### src/rtl/count_bcd_capture.sv
// Captures an asynchronous binary count once two consecutive samples agree,
// then converts it to packed BCD with one double-dabble step per clock.
module count_bcd_capture #(
  parameter int unsigned width_cnt = 26,
  parameter int unsigned digits    = 8,
  parameter int unsigned retry_max = 4
) (
  input  logic                   clk,
  input  logic                   clr,
  input  logic [width_cnt-1:0]   cnt_in,
  input  logic                   start,
  output logic                   busy,
  output logic                   done,
  output logic [4*digits-1:0]    bcd,
  output logic                   unstable
);

  localparam int unsigned BCD_W   = 4 * digits;
  localparam int unsigned STEP_W  = $clog2(width_cnt + 1);
  localparam int unsigned RETRY_W = $clog2(retry_max + 1);

  typedef enum logic [1:0] {IDLE, CAP, CONV} state_t;

  state_t               r_state;
  logic [width_cnt-1:0] r_a;
  logic [width_cnt-1:0] r_shift;
  logic [BCD_W-1:0]     r_acc;
  logic [STEP_W-1:0]    r_step;
  logic [RETRY_W-1:0]   r_cmp;
  logic                 r_flag;

  logic [BCD_W-1:0]     w_adj;
  logic [BCD_W-1:0]     w_acc_next;
  logic [width_cnt-1:0] w_shift_next;

  // One double-dabble step: +3 on digits >= 5, then shift {acc, shift} left.
  always_comb begin
    w_adj = r_acc;
    for (int unsigned d = 0; d < digits; d++) begin
      if (r_acc[4*d +: 4] >= 4'd5) begin
        w_adj[4*d +: 4] = r_acc[4*d +: 4] + 4'd3;
      end
    end
    {w_acc_next, w_shift_next} = {w_adj[BCD_W-2:0], r_shift, 1'b0};
  end

  assign busy = (r_state != IDLE);

  always_ff @(posedge clk) begin
    if (clr) begin
      r_state  <= IDLE;
      r_a      <= '0;
      r_shift  <= '0;
      r_acc    <= '0;
      r_step   <= '0;
      r_cmp    <= '0;
      r_flag   <= 1'b0;
      done     <= 1'b0;
      bcd      <= '0;
      unstable <= 1'b0;
    end else begin
      done <= 1'b0;
      case (r_state)
        IDLE: begin
          if (start) begin
            r_a     <= cnt_in;
            r_cmp   <= '0;
            r_state <= CAP;
          end
        end
        CAP: begin
          r_cmp <= r_cmp + RETRY_W'(1);
          if (cnt_in == r_a) begin
            r_shift <= r_a;
            r_acc   <= '0;
            r_step  <= '0;
            r_flag  <= 1'b0;
            r_state <= CONV;
          end else if (r_cmp == RETRY_W'(retry_max - 1)) begin
            // Out of retries: convert whatever is on the bus now and flag it.
            r_shift <= cnt_in;
            r_acc   <= '0;
            r_step  <= '0;
            r_flag  <= 1'b1;
            r_state <= CONV;
          end else begin
            r_a <= cnt_in;
          end
        end
        CONV: begin
          r_acc   <= w_acc_next;
          r_shift <= w_shift_next;
          if (r_step == STEP_W'(width_cnt - 1)) begin
            bcd      <= w_acc_next;
            unstable <= r_flag;
            done     <= 1'b1;
            r_state  <= IDLE;
          end else begin
            r_step <= r_step + STEP_W'(1);
          end
        end
        default: r_state <= IDLE;
      endcase
    end
  end

endmodule

### config.mk
export PLATFORM = sky130hd
export DESIGN_NAME = count_bcd_capture
export DESIGN_NICKNAME = d
export VERILOG_FILES = /design/src/rtl/count_bcd_capture.sv
export SDC_FILE = /design/constraint.sdc
export NUM_CORES = 1
export LEC_CHECK = 0
export CAP_MARGIN = 15
export CORE_ASPECT_RATIO = 0.7
export CORE_MARGIN = 3
export CORE_UTILIZATION = 40
export CTS_CLUSTER_SIZE = 8
export DETAILED_ROUTE_END_ITERATION = 6
export SETUP_SLACK_MARGIN = 0.5
export SLEW_MARGIN = 20
export SYNTH_ARGS = -nofsm -noshare
export SYNTH_HDL_FRONTEND = slang
export SYNTH_SLANG_ARGS = --single-unit
### constraint.sdc
create_clock -name clk -period 4.8 [get_ports clk]
set_input_delay 0.96 -clock clk [delete_from_list [all_inputs] [get_ports clk]]
set_output_delay 0.96 -clock clk [all_outputs]
set_load 0.05 [all_outputs]
==> tab_implementation.tex <==
\begin{tabular}{lr}
\hline
Metric & Value \\
\hline
\multicolumn{2}{l}{\textbf{Final layout}} \\
Filler-free cell count of the finished design & just over 900 \\
Area taken by multi-input logic gates & 3133 um2 \\
Share of layout cells above drive strength 1 & about 5.7\% \\
Final-layout fill cell count & 1332 \\
Net count reported at finish & 761 \\
Area Growth Syn to Fin & 23.17\% \\
Most common cell after layout, fill and taps aside & dfxtp\_1 \\
Commonest non-fill, non-tap cells in the layout & dfxtp\_1, nor2\_1, nand2b\_1 \\
Area of all sequential standard cells & 2582 um2 \\
Number of diodes & 0 \\
\multicolumn{2}{l}{\textbf{Worst setup path}} \\
Crit path DAT & roughly 3.7 ns \\
Biggest fanout along the worst timing path & 24 \\
Type of destination of the critical path & flop \\
R2r startpoint & r\_a[7]\$\_SDFFE\_PP0P\_ \\
Sort of element at the start of the critical path & primary input \\
Reg-to-Reg End & r\_acc[2]\$\_SDFFE\_PP0P\_ \\
Crit path capture & r\_acc[2]\$\_SDFFE\_PP0P\_ \\
WS Path Type & in2reg \\
Required time of the worst setup path & between 5 and 6 ns \\
Launch point of the worst path & cnt\_in[7] \\
Length in cells of the worst reg-to-reg path & 6 \\
Flop2flop setup slack & $\sim$2.1 ns \\
\multicolumn{2}{l}{\textbf{Place}} \\
Routability cong. & approximately 0.77 \\
Count of input and output buffers & 63 \\
Detailed placer's ending HPWL & between 9 and 10 mm \\
Cell count after placement & $\sim$900 \\
\multicolumn{2}{l}{\textbf{Power and ir drop}} \\
Share of power burned in the clock network & a little over half \\
Internal power summed over all cells & about 0.0021 W \\
Switching portion of total power & 21.67\% \\
Relative contribution of combinational cells to total power & between 5 and 6\% \\
Power density relative to cell area & roughly 370 nW/um2 \\
Total net switching power & between 0.0005 and 0.0006 W \\
Sequential fraction of design power & 41.0\% \\
Highest ir drop seen on vdd & 0.0002047 V \\
Static power due to leakage & 2.807 nW \\
\multicolumn{2}{l}{\textbf{CTS}} \\
Insertion delay of the later-clocked pin in the worst-skew pair & about 0.42 ns \\
TritonCTS clock tree & yes \\
Buffer depth of the longest clock path & 2 \\
\# resized after CTS & 0 \\
Post-CTS setup-driven buffer insertion count & 0 \\
Total number of clock tree sinks & $\sim$130 \\
CTS HTree Levels & 4 \\
Clock transition at the registers of the reported paths & around 0.060 ns \\
CTS Hold Bufs & 0 \\
Cell at the root of the clock tree & clkbuf\_16 \\
Cts bufs inserted & 17 \\
\multicolumn{2}{l}{\textbf{Floorplan}} \\
Die Y & about 110 um \\
Top-level port count & 64 \\
Number of placement rows & 36 \\
Effective utilization at floorplan & a little over two fifths \\
Die Span X & around 150 um \\
Area of the die & 16490 um2 \\
Floorplan Core Area & between 10000 and 15000 um2 \\
\multicolumn{2}{l}{\textbf{Min path}} \\
Number of cells traversed by the worst hold path & 2 \\
Worst hold path class & reg2reg \\
\multicolumn{2}{l}{\textbf{Run}} \\
Number of max-cap violations & 0 \\
\multicolumn{2}{l}{\textbf{Detailed routing}} \\
Post-detailed-route count of antenna-violating nets & 0 \\
Routed via count divided by cell count & about 5.2 \\
Vias & approximately 4800 \\
Iteration-0 DRC count of the detailed router & approximately 230 \\
Wirelength per Cell & $\sim$16 um \\
Total wire length after detailed routing & between 10 and 15 mm \\
Residual DRC & 0 \\
Detailed Routing Iterations Pass 1 & 5 \\
\multicolumn{2}{l}{\textbf{Timing}} \\
RSZ-0062 raised after global routing & no \\
Sum of negative setup slack & 0 ns \\
Final Hold Fails & 0 \\
Final-report max-slew violation count & 0 \\
Slew at the pin closest to its max-slew limit & about 1.0 ns \\
Final Skew & 0.01484 ns \\
Relative slew margins & around 30\% \\
Period utilization & $\sim$70\% \\
Final Setup Violations & 0 \\
Period minus WS final & about 3.4 ns \\
Max frequency & 0.2981 GHz \\
\multicolumn{2}{l}{\textbf{Logic synthesis}} \\
Primary flip-flop cell chosen by synthesis mapping & dfxtp\_1 \\
Number of distinct library cells after synthesis & 37 \\
Fraction of the yosys area taken by sequential cells & between 40\% and 50\% \\
Number of flip-flops and latches in the synthesized netlist & about 130 \\
Post-synth net total & $\sim$710 \\
Instance count of the mapped netlist & around 660 \\
Count of flip-flops with a built-in enable after synthesis & 0 \\
Fraction of synthesis flops using an asynchronous set or reset pin & 0\% \\
Number of warnings issued by yosys & 0 \\
Mean post-synth cell area & 9.026 um2 \\
Post-Synthesis Cell Area & approximately 6000 um2 \\
\multicolumn{2}{l}{\textbf{Global routing}} \\
Total overflow reported by the global router & 0 \\
All-Layer GR Usage & around 18\% \\
Pin count of the biggest net entering global routing & 72 \\
Wire length of the first global-routing pass & 23.94 mm \\
Number of global-route vias before repair & 4767 \\
Initial antenna violation count & 0 \\
\multicolumn{2}{l}{\textbf{Status}} \\
Status & finished clean \\
\hline
\end{tabular}
==> sequential cells by signal, indices dropped and copies added, names as in the netlist <==
name	cells
bcd	32
done	1
r_a	26
r_acc	32
r_cmp	3
r_flag	1
r_shift	26
r_state	2
r_step	5
unstable	1
==> per-layer routing <==
metal / global-route usage, % / routed length (um) / up-vias
met5: 0 / 0 / -
met4: 5.388 / 146 / 0
met3: 4.040 / 522 / 16
met2: 27.12 / 6273 / 80
met1: 25.42 / 7557 / 2287
li1: - / - / 2405
==> cell usage after synthesis, types with 5 or more instances <==
cell type    n  area share [%]
mux2i_1     35             5.9
a211oi_1    16             2.0
inv_1       20             1.3
a22o_1      18             2.6
xnor2_1     13             1.9
nand3_1     24             2.0
clkbuf_1    25             1.6
nor3_1       9            0.75
a31oi_1      8            0.84
nand2b_1    64             6.7
o2bb2ai_1    6            0.88
nor2_1      89             5.6
xor2_1      25             3.7
dfxtp_1    129              43
nor4_1       5            0.52
o221a_1     25             4.7
a21oi_1     37             3.1
nand2_1     45             2.8
ha_1        20             4.2
nor3b_1     13             1.6
o21ai_0      6            0.50
buf_2        5            0.42
==> power by group through the flow <==
| stage | Sequential [W] | Clock, W | Combinational (W) |
|---|---|---|---|
| after global placement | 0.00113 | 0 | 0.000154 |
| after detailed placement | 0.00113 | 0 | 0.000156 |
| after CTS | 0.00111 | 0.00146 | 0.000158 |
| after floorplan | 0.00113 | 0 | 0.0000998 |
| after global routing | 0.00111 | 0.00150 | 0.000172 |
| final | 0.00111 | 0.00143 | 0.000157 |
==> how the worst min path moves through the flow <==
stage / from / to / slack, ns
final: bcd[0]$_SDFFE_PP0P_ / bcd[0]$_SDFFE_PP0P_ / 0.45
after global routing: bcd[2]$_SDFFE_PP0P_ / bcd[2]$_SDFFE_PP0P_ / 0.48
after CTS: bcd[1]$_SDFFE_PP0P_ / bcd[1]$_SDFFE_PP0P_ / 0.46
after detailed placement: bcd[1]$_SDFFE_PP0P_ / bcd[1]$_SDFFE_PP0P_ / 0.45
after global placement: bcd[2]$_SDFFE_PP0P_ / bcd[2]$_SDFFE_PP0P_ / 0.44
after floorplan: r_flag$_SDFFE_PP0P_ / unstable$_SDFFE_PP0P_ / 0.43
==> cells by family (layout without fill, tap and decap cells) <==
| kind of cell | count (synthesis) | after routing | share of synthesized area, % |
|---|---|---|---|
| flops | 129 | 129 | 43.15 |
| fa+ha+maj | 20 | 20 | 4.181 |
| compound gates | 122 | 122 | 15.51 |
| mux | 35 | 35 | 5.854 |
| buf+inv | 60 | 122 | 4.495 |
| simple gates | 259 | 259 | 21.24 |
| xor+xnor | 38 | 38 | 5.561 |
==> critical path, cell delays in order <==
cell	delay (ns)
clkdlybuf4s50_1	0.46
xor2_1	0.21
nor4_1	0.32
nand4_1	0.18
o41a_1	0.58
and3b_1	0.57
a22o_1	0.37
==> layout make-up <==
class                           instances  area share (%)
Clock buffer                           19           6.145
Clock inverter                         13           2.835
Inverter                               20           1.019
Multi-Input combinational cell        474           42.51
Sequential cell                       129           35.04
Tap cell                              190           3.225
Timing Repair Buffer                   70           9.234
==> per-stage QoR <==
step	util (%)	hold slack, ns	total power (W)	setup WS, ns	area (um2)
floorplan	-	0.4317	0.001227	2.206	5984
global placement	46.99	0.4438	0.001283	1.055	6709
detailed placement	46.99	0.4478	0.001286	1.028	6709
CTS	51.62	0.4550	0.002720	1.470	7371
global route	51.62	0.4766	0.002785	1.316	7371
finish	51.62	0.4541	0.002697	1.445	7371
Power figures use the tool's default switching activity.
